==> src/rtl/atmr_pkg.sv <==
// Shared encodings for the ATMR sequential voter: operating modes and replica indices.
package atmr_pkg;

  typedef enum logic [1:0] {
    MODE_MAJ     = 2'b00,
    MODE_ORI     = 2'b01,
    MODE_EXCL    = 2'b10,
    MODE_MAJ_ALT = 2'b11
  } mode_e;

  localparam int N_REP   = 3;
  localparam int REP_ORI = 0;
  localparam int REP_MAI = 1;
  localparam int REP_MEN = 2;

endpackage

==> src/rtl/atmr_fault_tracker.sv <==
// Per-replica health tracking: saturating mismatch counter plus a persistence
// streak that raises a sticky fault flag.
module atmr_fault_tracker #(
  parameter int CNT_W   = 8,
  parameter int PERSIST = 3
) (
  input  logic             clk,
  input  logic             rst,
  input  logic             clr,
  input  logic             valid,
  input  logic             mism,
  output logic [CNT_W-1:0] err_cnt,
  output logic             fault
);

  localparam int                STRK_W   = $clog2(PERSIST + 1);
  localparam logic [STRK_W-1:0] STRK_MAX = STRK_W'(PERSIST);
  localparam logic [STRK_W-1:0] STRK_SET = STRK_W'(PERSIST - 1);

  logic [STRK_W-1:0] streak;

  always_ff @(posedge clk or posedge rst) begin
    if (rst) begin
      err_cnt <= '0;
      streak  <= '0;
      fault   <= 1'b0;
    end else if (clr) begin
      err_cnt <= '0;
      streak  <= '0;
      fault   <= 1'b0;
    end else if (valid) begin
      if (mism) begin
        if (err_cnt != '1)
          err_cnt <= err_cnt + 1'b1;
        if (streak != STRK_MAX)
          streak <= streak + 1'b1;
        // This sample is the PERSIST-th consecutive mismatch (or later).
        if (streak >= STRK_SET)
          fault <= 1'b1;
      end else begin
        streak <= '0;
      end
    end
  end

endmodule

==> src/rtl/atmr_seq_voter.sv <==
// Registered majority voter for ori/mai/men replica vectors with per-replica
// fault tracking and a degraded mode that excludes a single faulty replica.
module atmr_seq_voter
  import atmr_pkg::*;
#(
  parameter int WIDTH   = 10,
  parameter int CNT_W   = 8,
  parameter int PERSIST = 3
) (
  input  logic                 clk,
  input  logic                 rst,
  input  logic                 in_valid,
  input  logic [WIDTH-1:0]     ori_in,
  input  logic [WIDTH-1:0]     mai_in,
  input  logic [WIDTH-1:0]     men_in,
  input  logic [1:0]           mode,
  input  logic                 clr,
  output logic [WIDTH-1:0]     z,
  output logic                 z_valid,
  output logic [2:0]           mismatch,
  output logic [2:0]           fault,
  output logic [3*CNT_W-1:0]   err_cnt,
  output logic                 multi_err
);

  function automatic logic [WIDTH-1:0] maj3(input logic [WIDTH-1:0] o,
                                            input logic [WIDTH-1:0] a,
                                            input logic [WIDTH-1:0] e);
    return (o & a) | (o & e) | (a & e);
  endfunction

  // Two surviving replicas: take agreed bits, hold the previous output elsewhere.
  function automatic logic [WIDTH-1:0] pair_vote(input logic [WIDTH-1:0] p,
                                                 input logic [WIDTH-1:0] q,
                                                 input logic [WIDTH-1:0] prev);
    logic [WIDTH-1:0] agree;
    agree = ~(p ^ q);
    return (p & agree) | (prev & ~agree);
  endfunction

  logic [WIDTH-1:0] maj_p0;
  logic [WIDTH-1:0] z_nxt_p0;
  logic [2:0]       mism_p0;
  logic [WIDTH-1:0] z_p1;
  logic [2:0]       mism_p1;
  logic             multi_p1;
  logic             vld_p1;

  // ---- stage p0: vote and exclusion datapath ----
  assign maj_p0           = maj3(ori_in, mai_in, men_in);
  assign mism_p0[REP_ORI] = |(ori_in ^ maj_p0);
  assign mism_p0[REP_MAI] = |(mai_in ^ maj_p0);
  assign mism_p0[REP_MEN] = |(men_in ^ maj_p0);

  always_comb begin
    z_nxt_p0 = maj_p0;
    case (mode_e'(mode))
      MODE_ORI:  z_nxt_p0 = ori_in;
      MODE_EXCL: begin
        case (fault)
          3'b001:  z_nxt_p0 = pair_vote(mai_in, men_in, z_p1);
          3'b010:  z_nxt_p0 = pair_vote(ori_in, men_in, z_p1);
          3'b100:  z_nxt_p0 = pair_vote(ori_in, mai_in, z_p1);
          default: z_nxt_p0 = maj_p0;
        endcase
      end
      default:   z_nxt_p0 = maj_p0;
    endcase
  end

  // ---- stage p1: output registers ----
  always_ff @(posedge clk or posedge rst) begin
    if (rst) begin
      vld_p1   <= 1'b0;
      z_p1     <= '0;
      mism_p1  <= '0;
      multi_p1 <= 1'b0;
    end else begin
      vld_p1 <= in_valid;
      if (in_valid) begin
        z_p1     <= z_nxt_p0;
        mism_p1  <= mism_p0;
        multi_p1 <= &mism_p0;
      end
    end
  end

  for (genvar i = 0; i < N_REP; i++) begin : g_trk
    atmr_fault_tracker #(
      .CNT_W   (CNT_W),
      .PERSIST (PERSIST)
    ) u_trk (
      .clk     (clk),
      .rst     (rst),
      .clr     (clr),
      .valid   (in_valid),
      .mism    (mism_p0[i]),
      .err_cnt (err_cnt[i*CNT_W +: CNT_W]),
      .fault   (fault[i])
    );
  end

  assign z         = z_p1;
  assign z_valid   = vld_p1;
  assign mismatch  = mism_p1;
  assign multi_err = multi_p1;

endmodule
==> config.mk <==
export PLATFORM = sky130hd
export DESIGN_NAME = atmr_seq_voter
export DESIGN_NICKNAME = d
export VERILOG_FILES = /design/src/rtl/atmr_pkg.sv /design/src/rtl/atmr_fault_tracker.sv /design/src/rtl/atmr_seq_voter.sv
export SDC_FILE = /design/constraint.sdc
export NUM_CORES = 1
export LEC_CHECK = 0
export BUFFER_PORTS_ARGS = -buffer_cell sky130_fd_sc_hd__buf_2
export CAP_MARGIN = 20
export CORE_MARGIN = 5
export CORE_UTILIZATION = 57
export CTS_CLUSTER_SIZE = 28
export DETAILED_ROUTE_END_ITERATION = 8
export HOLD_SLACK_MARGIN = 0.03
export PLACE_DENSITY = 0.86
export RECOVER_POWER = 100
export SLEW_MARGIN = 20
export SYNTH_ARGS = -nofsm -noshare
export SYNTH_HDL_FRONTEND = slang
export SYNTH_SLANG_ARGS = --single-unit
==> constraint.sdc <==
create_clock -name clk -period 2 [get_ports clk]
set_input_delay 0.2 -clock clk [delete_from_list [all_inputs] [get_ports clk]]
set_output_delay 0.2 -clock clk [all_outputs]
set_load 0.05 [all_outputs]
==> impl_metrics.csv, run 1 <==
group,metric,value,unit
critical_path,slowest_stage,"dfrtp_2",
min_path,hold_class,"in -> reg",
drt,via_per_inst,5.95,
layout,layout-drive-gt1-share,0.258,
clock_tree,htreeDepth,2,
critical_path,crit_chain,"nor2b_2, a22oi_1, o21ai_0, a221o_1, a222oi_1, a21oi_1",
logic_synthesis,avgSynthCellArea,8.96,um^2
layout,synthToLayoutAreaGrowth,25.8,%
pwr,ir_drop,0.000377,V
global_routing,grt_usage,0.253,
sta,setup_violations,0,
logic_synthesis,yosysSeqAreaShare,0.293,
place,dp_hpwl,8520,um
sta,holdWs,0.258,ns
floorplanning,die_h,94.9,um
drt,firstDrtPassIters,5,
drt,postRouteAntennaNets,0,
clock_tree,cts_buffer_depth,2,
logic_synthesis,yosysMostFrequentCell,"dfrtp_1",
logic_synthesis,syn_area,4110,um^2
drt,first_iter_violations,198,
drt,vias,4113,
clock_tree,cts.hold.buffers_added,0,
sta,drv_slew,0,
drt,avgRoutedWirePerCell,16.5,um
critical_path,criticalPathCategory,"reg -> reg",
layout,diodes,0,
logic_synthesis,synth-edff-count,0,
pwr,total_leakage_power,2.36,nW
status,status,"completed",
logic_synthesis,ys_top_cells_by_count,"48 x dfrtp_1, 42 x nor2_1, 40 x ha_1, 32 x nand2_1, 24 x nor2b_1",
sta,max_freq,516,MHz
drt,drc,0,
sta,worstMarginPinSlew,1.20,ns
critical_path,critical_path.max_stage_delay,0.48,ns
floorplanning,die-width,94.9,um
sta,timing.final.hold_violations,0,
logic_synthesis,synth_cells,458,
logic_synthesis,synth_area_leaders,"dfrtp_1 29%, ha_1 12%, xnor2_1 4.7%",
logic_synthesis,ys_types,58,
layout,nets,667,
clock_tree,cts_tree,"yes",
global_routing,grt_pass1_wl,18000,um
layout,instances_no_fill,691,
critical_path,critPathBufInv,0,
place,gp_congestion,0.890,
logic_synthesis,synth-async-reset-ratio,1.00,
floorplanning,coreArea,7140,um^2
global_routing,antenna_found_initial,0,
floorplanning,rows,31,
sta,slew_headroom,0.198,
pwr,powerDensity,556,nW/um^2
clock_tree,cts.sink_count,48,
layout,fill_cells,566,
global_routing,grt_pass1_vias,3982,
clock_tree,root_buffer,"clkbuf_8",
sta,post-route-period-util,0.968,
critical_path,cp.arrival,2.11,ns
clock_tree,cts_buffers,5,
critical_path,crit_family,"compound AO/OA/AOI/OAI gates",
sta,rsz0062_at_grt,"no",
sta,period_needed,1.94,ns
floorplanning,dieArea,9000,um^2
critical_path,cp-end-kind,"flop",
floorplanning,initial_core_util,0.575,
global_routing,overflow,0,
logic_synthesis,synth_area_leader_cell,"dfrtp_1",
clock_tree,path_clk_slew,0.10,ns
global_routing,grt_max_degree,49,
drt,finalWirelength,11400,um
logic_synthesis,synth.top_cell.area_share,0.293,
job,drv_cap,0,
logic_synthesis,synthesis.nets,534,
logic_synthesis,yosys_register_bits,48,
floorplanning,io_pins,78,
critical_path,worstPathRequired,2.17,ns
clock_tree,clock_latency,0.31,ns
critical_path,critPathMaxFanout,7,
sta,finalClockSkew,0.0180,ns
place,place_inst,678,
logic_synthesis,yosys_warnings,0,
pwr,p_total,2.87,mW
critical_path,startpoint_type,"flop",
logic_synthesis,ys.flop_type,"dfrtp_1",
place,io_buffers,77,
-- cell families after synthesis --
logic type | after synthesis | share of synthesized area
xor+xnor | 29 | 0.0619
flops | 48 | 0.293
buf+inv | 38 | 0.0418
compound gates | 103 | 0.178
mux | 16 | 0.0448
fa+ha+maj | 40 | 0.122
simple gates | 184 | 0.259
-- report_power, final --
group / internal [mW] / switching, mW
sequential: 1.03 / 0.0633
combinational: 0.393 / 0.610
clock: 0.442 / 0.333
-- sequential cells by signal, summed over array words and instances (netlist names) --
name	count
z	10
z_valid	1
g_trk.u_trk.streak	6
multi_err	1
g_trk.u_trk.err_cnt	24
g_trk.u_trk.fault	3
mismatch	3
-- cell type report --
type / count / area (um^2) / area share
inverters: 14 / 52.6 / 0.0102
clock inverters: 1 / 30.0 / 0.00582
multi-input cells: 372 / 2790 / 0.539
repair buffers: 150 / 868 / 0.168
well taps: 99 / 124 / 0.0240
flip-flops and latches: 48 / 1210 / 0.234
clock buffers: 7 / 96.3 / 0.0187
-- worst paths after layout --
path / startpoint / end / depth (start not counted) / slack [ns]
worst max register to register: g_trk[2].u_trk.fault / z[9] / 6 / 0.06
worst min-delay path: in_valid / z_valid / 1 / 0.26
min in group asynchronous: rst / z[8] / 3 / 0.27
worst max-delay path: g_trk[2].u_trk.fault / z[9] / 6 / 0.06
max in group asynchronous: rst / g_trk[0].u_trk.err_cnt[1] / 3 / 0.90
worst min register to register: mismatch[2] / mismatch[2] / 2 / 0.51
-- repair_timing --
action / in CTS / in global routing
gates cloned: 0 / 0
resized for setup: 4 / 9
pin swaps: 1 / 6
endpoints found under the setup margin: 8 / 20
buffers inserted: 0 / 5
-- cells in the final DEF (no fill, tap or decap), types with 11 or more instances in the layout --
master	Yosys	layout
a21oi_1	20	20
buf_2	1	33
buf_4	3	66
clkbuf_1	19	44
dfrtp_1	48	43
ha_1	40	37
inv_1	14	14
nand2_1	32	32
nand3_1	12	12
nor2_1	42	43
nor2b_1	24	22
o21ai_0	11	11
o22ai_1	12	11
xnor2_1	22	22
-- stage by stage --
stage	cell area (um^2)	setup TNS [ns]	utilization	worst slack (ns)
floorplan	4130	-0.0121	-	-0.0121
global placement	5030	-4.18	0.704	-0.209
detailed placement	5030	-6.85	0.704	-0.290
CTS	5170	0	0.725	0.00787
global route	5160	0	0.724	0.00378
finish	5160	0	0.724	0.0634
-- routing by layer --
metal  wire length (um)  part of all wire  GRT usage
met4                405             0.035      0.129
met3                777             0.068     0.0438
met1               4660              0.41      0.304
met2               5590              0.49      0.433
met5                  0                 0          0
Power figures use the tool's default switching activity.
==> run 2: changes to the inputs <==
--- a/config.mk
+++ b/config.mk
@@ -5,10 +5,11 @@
 export SDC_FILE = /design/constraint.sdc
 export NUM_CORES = 1
 export LEC_CHECK = 0
+export ABC_AREA = 1
 export BUFFER_PORTS_ARGS = -buffer_cell sky130_fd_sc_hd__buf_2
 export CAP_MARGIN = 20
 export CORE_MARGIN = 5
-export CORE_UTILIZATION = 57
+export CORE_UTILIZATION = 58
 export CTS_CLUSTER_SIZE = 28
 export DETAILED_ROUTE_END_ITERATION = 8
 export HOLD_SLACK_MARGIN = 0.03
==> run 2 against run 1 <==
Cell area down 1.5%; clock skew down 0.0086 ns; clock power down 20%; global-route usage down 0.84 points; combinational power up 16%; worst hold slack worse by 0.094 ns; sequential power up 6%; critical endpoint is now z[7]; largest power group is now combinational logic.
==> impl_metrics.csv, run 2 <==
group,metric,value,unit
critical_path,rr_startpoint,"g_trk[0].u_trk.fault",
global_routing,grt_pass1_vias,4520,
layout,nets,826,
logic_synthesis,yosysSeqAreaShare,0.258,
place,gp_congestion,0.873,
sta,worstMarginPinSlew,1.20,ns
sta,tns,0,ns
critical_path,reg2reg_slack,0.18,ns
logic_synthesis,synthMuxAreaShare,0,
floorplanning,die-width,99.6,um
min_path,holdCritStartpoint,"clr",
sta,timing.final.hold_violations,0,
logic_synthesis,synth-edff-count,0,
drt,met2_length,6150,um
global_routing,antenna_found_initial,0,
logic_synthesis,synth-simple-area-share,0.468,
logic_synthesis,syn_area,4650,um^2
sta,holdWs,0.164,ns
place,dp_hpwl,9080,um
place,io_buffers,77,
pwr,total_leakage_power,2.63,nW
layout,multi_input_area,3030,um^2
min_path,hold_class,"in -> reg",
layout,fill_cells,703,
pwr,ir_drop,0.000405,V
min_path,hold_path_end,"g_trk[0].u_trk.fault",
clock_tree,cts_buffer_depth,2,
job,drv_cap,0,
drt,first_iter_violations,297,
logic_synthesis,synth-async-reset-ratio,1.00,
critical_path,startpoint_type,"flop",
logic_synthesis,yosysMostFrequentCell,"nand2_1",
critical_path,worstPathRequired,2.23,ns
drt,vias,4853,
logic_synthesis,synth_xor_area_frac,0.0282,
layout,diodes,0,
drt,via_per_inst,5.69,
floorplanning,initial_core_util,0.599,
clock_tree,cts_buffers,5,
logic_synthesis,synth_cells,675,
floorplanning,rows,32,
global_routing,grt_pass1_wl,20300,um
sta,post-route-period-util,0.909,
logic_synthesis,synth_area_leader_cell,"dfrtp_1",
critical_path,crit_start,"g_trk[0].u_trk.fault",
layout,layout-drive-gt1-share,0.133,
logic_synthesis,synth_area_leaders,"dfrtp_1 26%, nand2_1 18%, ha_1 11%",
sta,slew_headroom,0.199,
clock_tree,root_buffer,"clkbuf_8",
critical_path,criticalPathCategory,"reg -> reg",
critical_path,cp.arrival,2.05,ns
layout,final_cell_mix,"228 x nand2_1, 70 x nor2_1, 54 x nand3_1",
logic_synthesis,synth_compound_area_frac,0.0670,
critical_path,critical_path.max_stage_delay,0.48,ns
critical_path,reg2regPathDepth,7,
clock_tree,cts.sink_count,48,
logic_synthesis,ys.flop_type,"dfrtp_1",
floorplanning,io_pins,78,
sta,finalClockSkew,0.00932,ns
drt,drc,0,
clock_tree,path_clk_slew,0.10,ns
logic_synthesis,ys_top_cells_by_count,"227 x nand2_1, 67 x nor2_1, 48 x dfrtp_1, 47 x inv_1, 44 x nand3_1",
drt,route.met3.wl,648,um
clock_tree,clock_latency,0.30,ns
layout,final_util,0.655,
critical_path,rr_endpoint,"z[7]",
global_routing,grt_max_degree,49,
critical_path,critPathMaxFanout,8,
sta,max_freq,550,MHz
critical_path,crit_chain,"inv_1, nand3_2, nand2_1, o31ai_4, clkbuf_1, a21oi_1, a21oi_1",
logic_synthesis,synthesis.nets,751,
critical_path,slowest_stage,"dfrtp_1",
floorplanning,dieArea,9910,um^2
critical_path,cp-end-kind,"flop",
sta,period_needed,1.82,ns
clock_tree,cts.hold.buffers_added,0,
layout,synthToLayoutAreaGrowth,9.33,%
layout,final_common_cell,"nand2_1",
logic_synthesis,yosys_warnings,0,
min_path,min_delay_path_depth,2,
drt,wl_met1,5080,um
pwr,powerDensity,576,nW/um^2
clock_tree,cts_tree,"yes",
layout,largest_reg_flops,24,
clock_tree,cts.repair.resized,0,
layout,seqCellArea,1200,um^2
logic_synthesis,ys_types,33,
drt,avgRoutedWirePerCell,14.2,um
logic_synthesis,avgSynthCellArea,6.89,um^2
logic_synthesis,synthAdderAreaFrac,0.108,
floorplanning,die_h,99.6,um
clock_tree,cts_setup_buffers,0,
sta,rsz0062_at_grt,"no",
drt,postRouteAntennaNets,0,
logic_synthesis,synth_top_family_by_area,"simple AND/OR/NAND/NOR gates",
clock_tree,htreeDepth,2,
critical_path,cpMostUsedCell,"a21oi_1",
floorplanning,coreArea,7770,um^2
drt,top_layer,"met4",
drt,finalWirelength,12100,um
sta,setup_violations,0,
status,status,"completed",
layout,regMostFlops,"g_trk.u_trk.err_cnt",
logic_synthesis,yosys_register_bits,48,
sta,drv_slew,0,
global_routing,grt_usage,0.245,
global_routing,overflow,0,
drt,firstDrtPassIters,5,
logic_synthesis,synth.top_cell.area_share,0.258,
## run 2: cell types whose count changed in the layout (fill, tap and decap cells not counted), sizes merged, moves of 24 or more
cell   previous run  this run
nand2            32       233
nor2b            24         0
inv              14        57
buf              99        42
nand4             6        32
nand3            12        60
nor2             44        86
## run 2: layout make-up
class                      count  share of cell area
clock buffer                   7              0.0170
clock inverter                 1             0.00148
tap                          102              0.0251
timing repair buffer          88              0.0789
multi-input combinational    546               0.596
sequential                    48               0.236
inverter                      61              0.0450
## run 2: how the worst max path moves through the flow
stage | depth (start not counted) | end | slack, ns
4_1_cts | 7 | g_trk[1].u_trk.err_cnt[6] | 0.29
2_1_floorplan | 7 | g_trk[1].u_trk.err_cnt[4] | 0.19
3_5_place_dp | 12 | g_trk[1].u_trk.err_cnt[1] | 0.17
5_1_grt | 7 | z[3] | 0.07
3_3_place_gp | 12 | g_trk[1].u_trk.err_cnt[2] | 0.24
6_report | 7 | z[7] | 0.18
## run 2: cell families (layout without fill, tap and decap cells)
logic type | after synthesis | count (layout)
compound gates | 48 | 48
xor+xnor | 15 | 15
fa+ha+maj | 40 | 40
buf+inv | 81 | 157
flops | 48 | 48
simple gates | 443 | 443
## run 2: power by group
part,leakage [nW],switching [mW],internal [mW]
logic,1.97,0.817,0.345
registers,0.616,0.0934,1.06
clock network,0.0445,0.339,0.282
total,2.63,1.25,1.68
## run 2: critical path: cells and delay by family (launching register included)
| family | cells | cell delay [ns] |
|---|---|---|
| flip-flops | 1 | 0.48 |
| AO/OA/AOI/OAI | 3 | 0.47 |
| buffers and inverters | 2 | 0.44 |
| AND/OR/NAND/NOR | 2 | 0.36 |
## run 2: routing by layer
metal,up-vias,global-route usage
met3,27,0.0273
met5,-,0
met4,0,0.0872
met2,181,0.426
met1,2277,0.313
li1,2368,-
## run 2: per-stage QoR
step	setup slack (ns)	std cells	power (mW)	instance area (um^2)
finish	0.182	853	2.93	5090
global route	0.0696	853	3.12	5090
global placement	0.236	845	2.31	5150
detailed placement	0.169	845	2.36	5150
floorplan	0.190	675	2.04	4650
CTS	0.294	853	2.98	5240
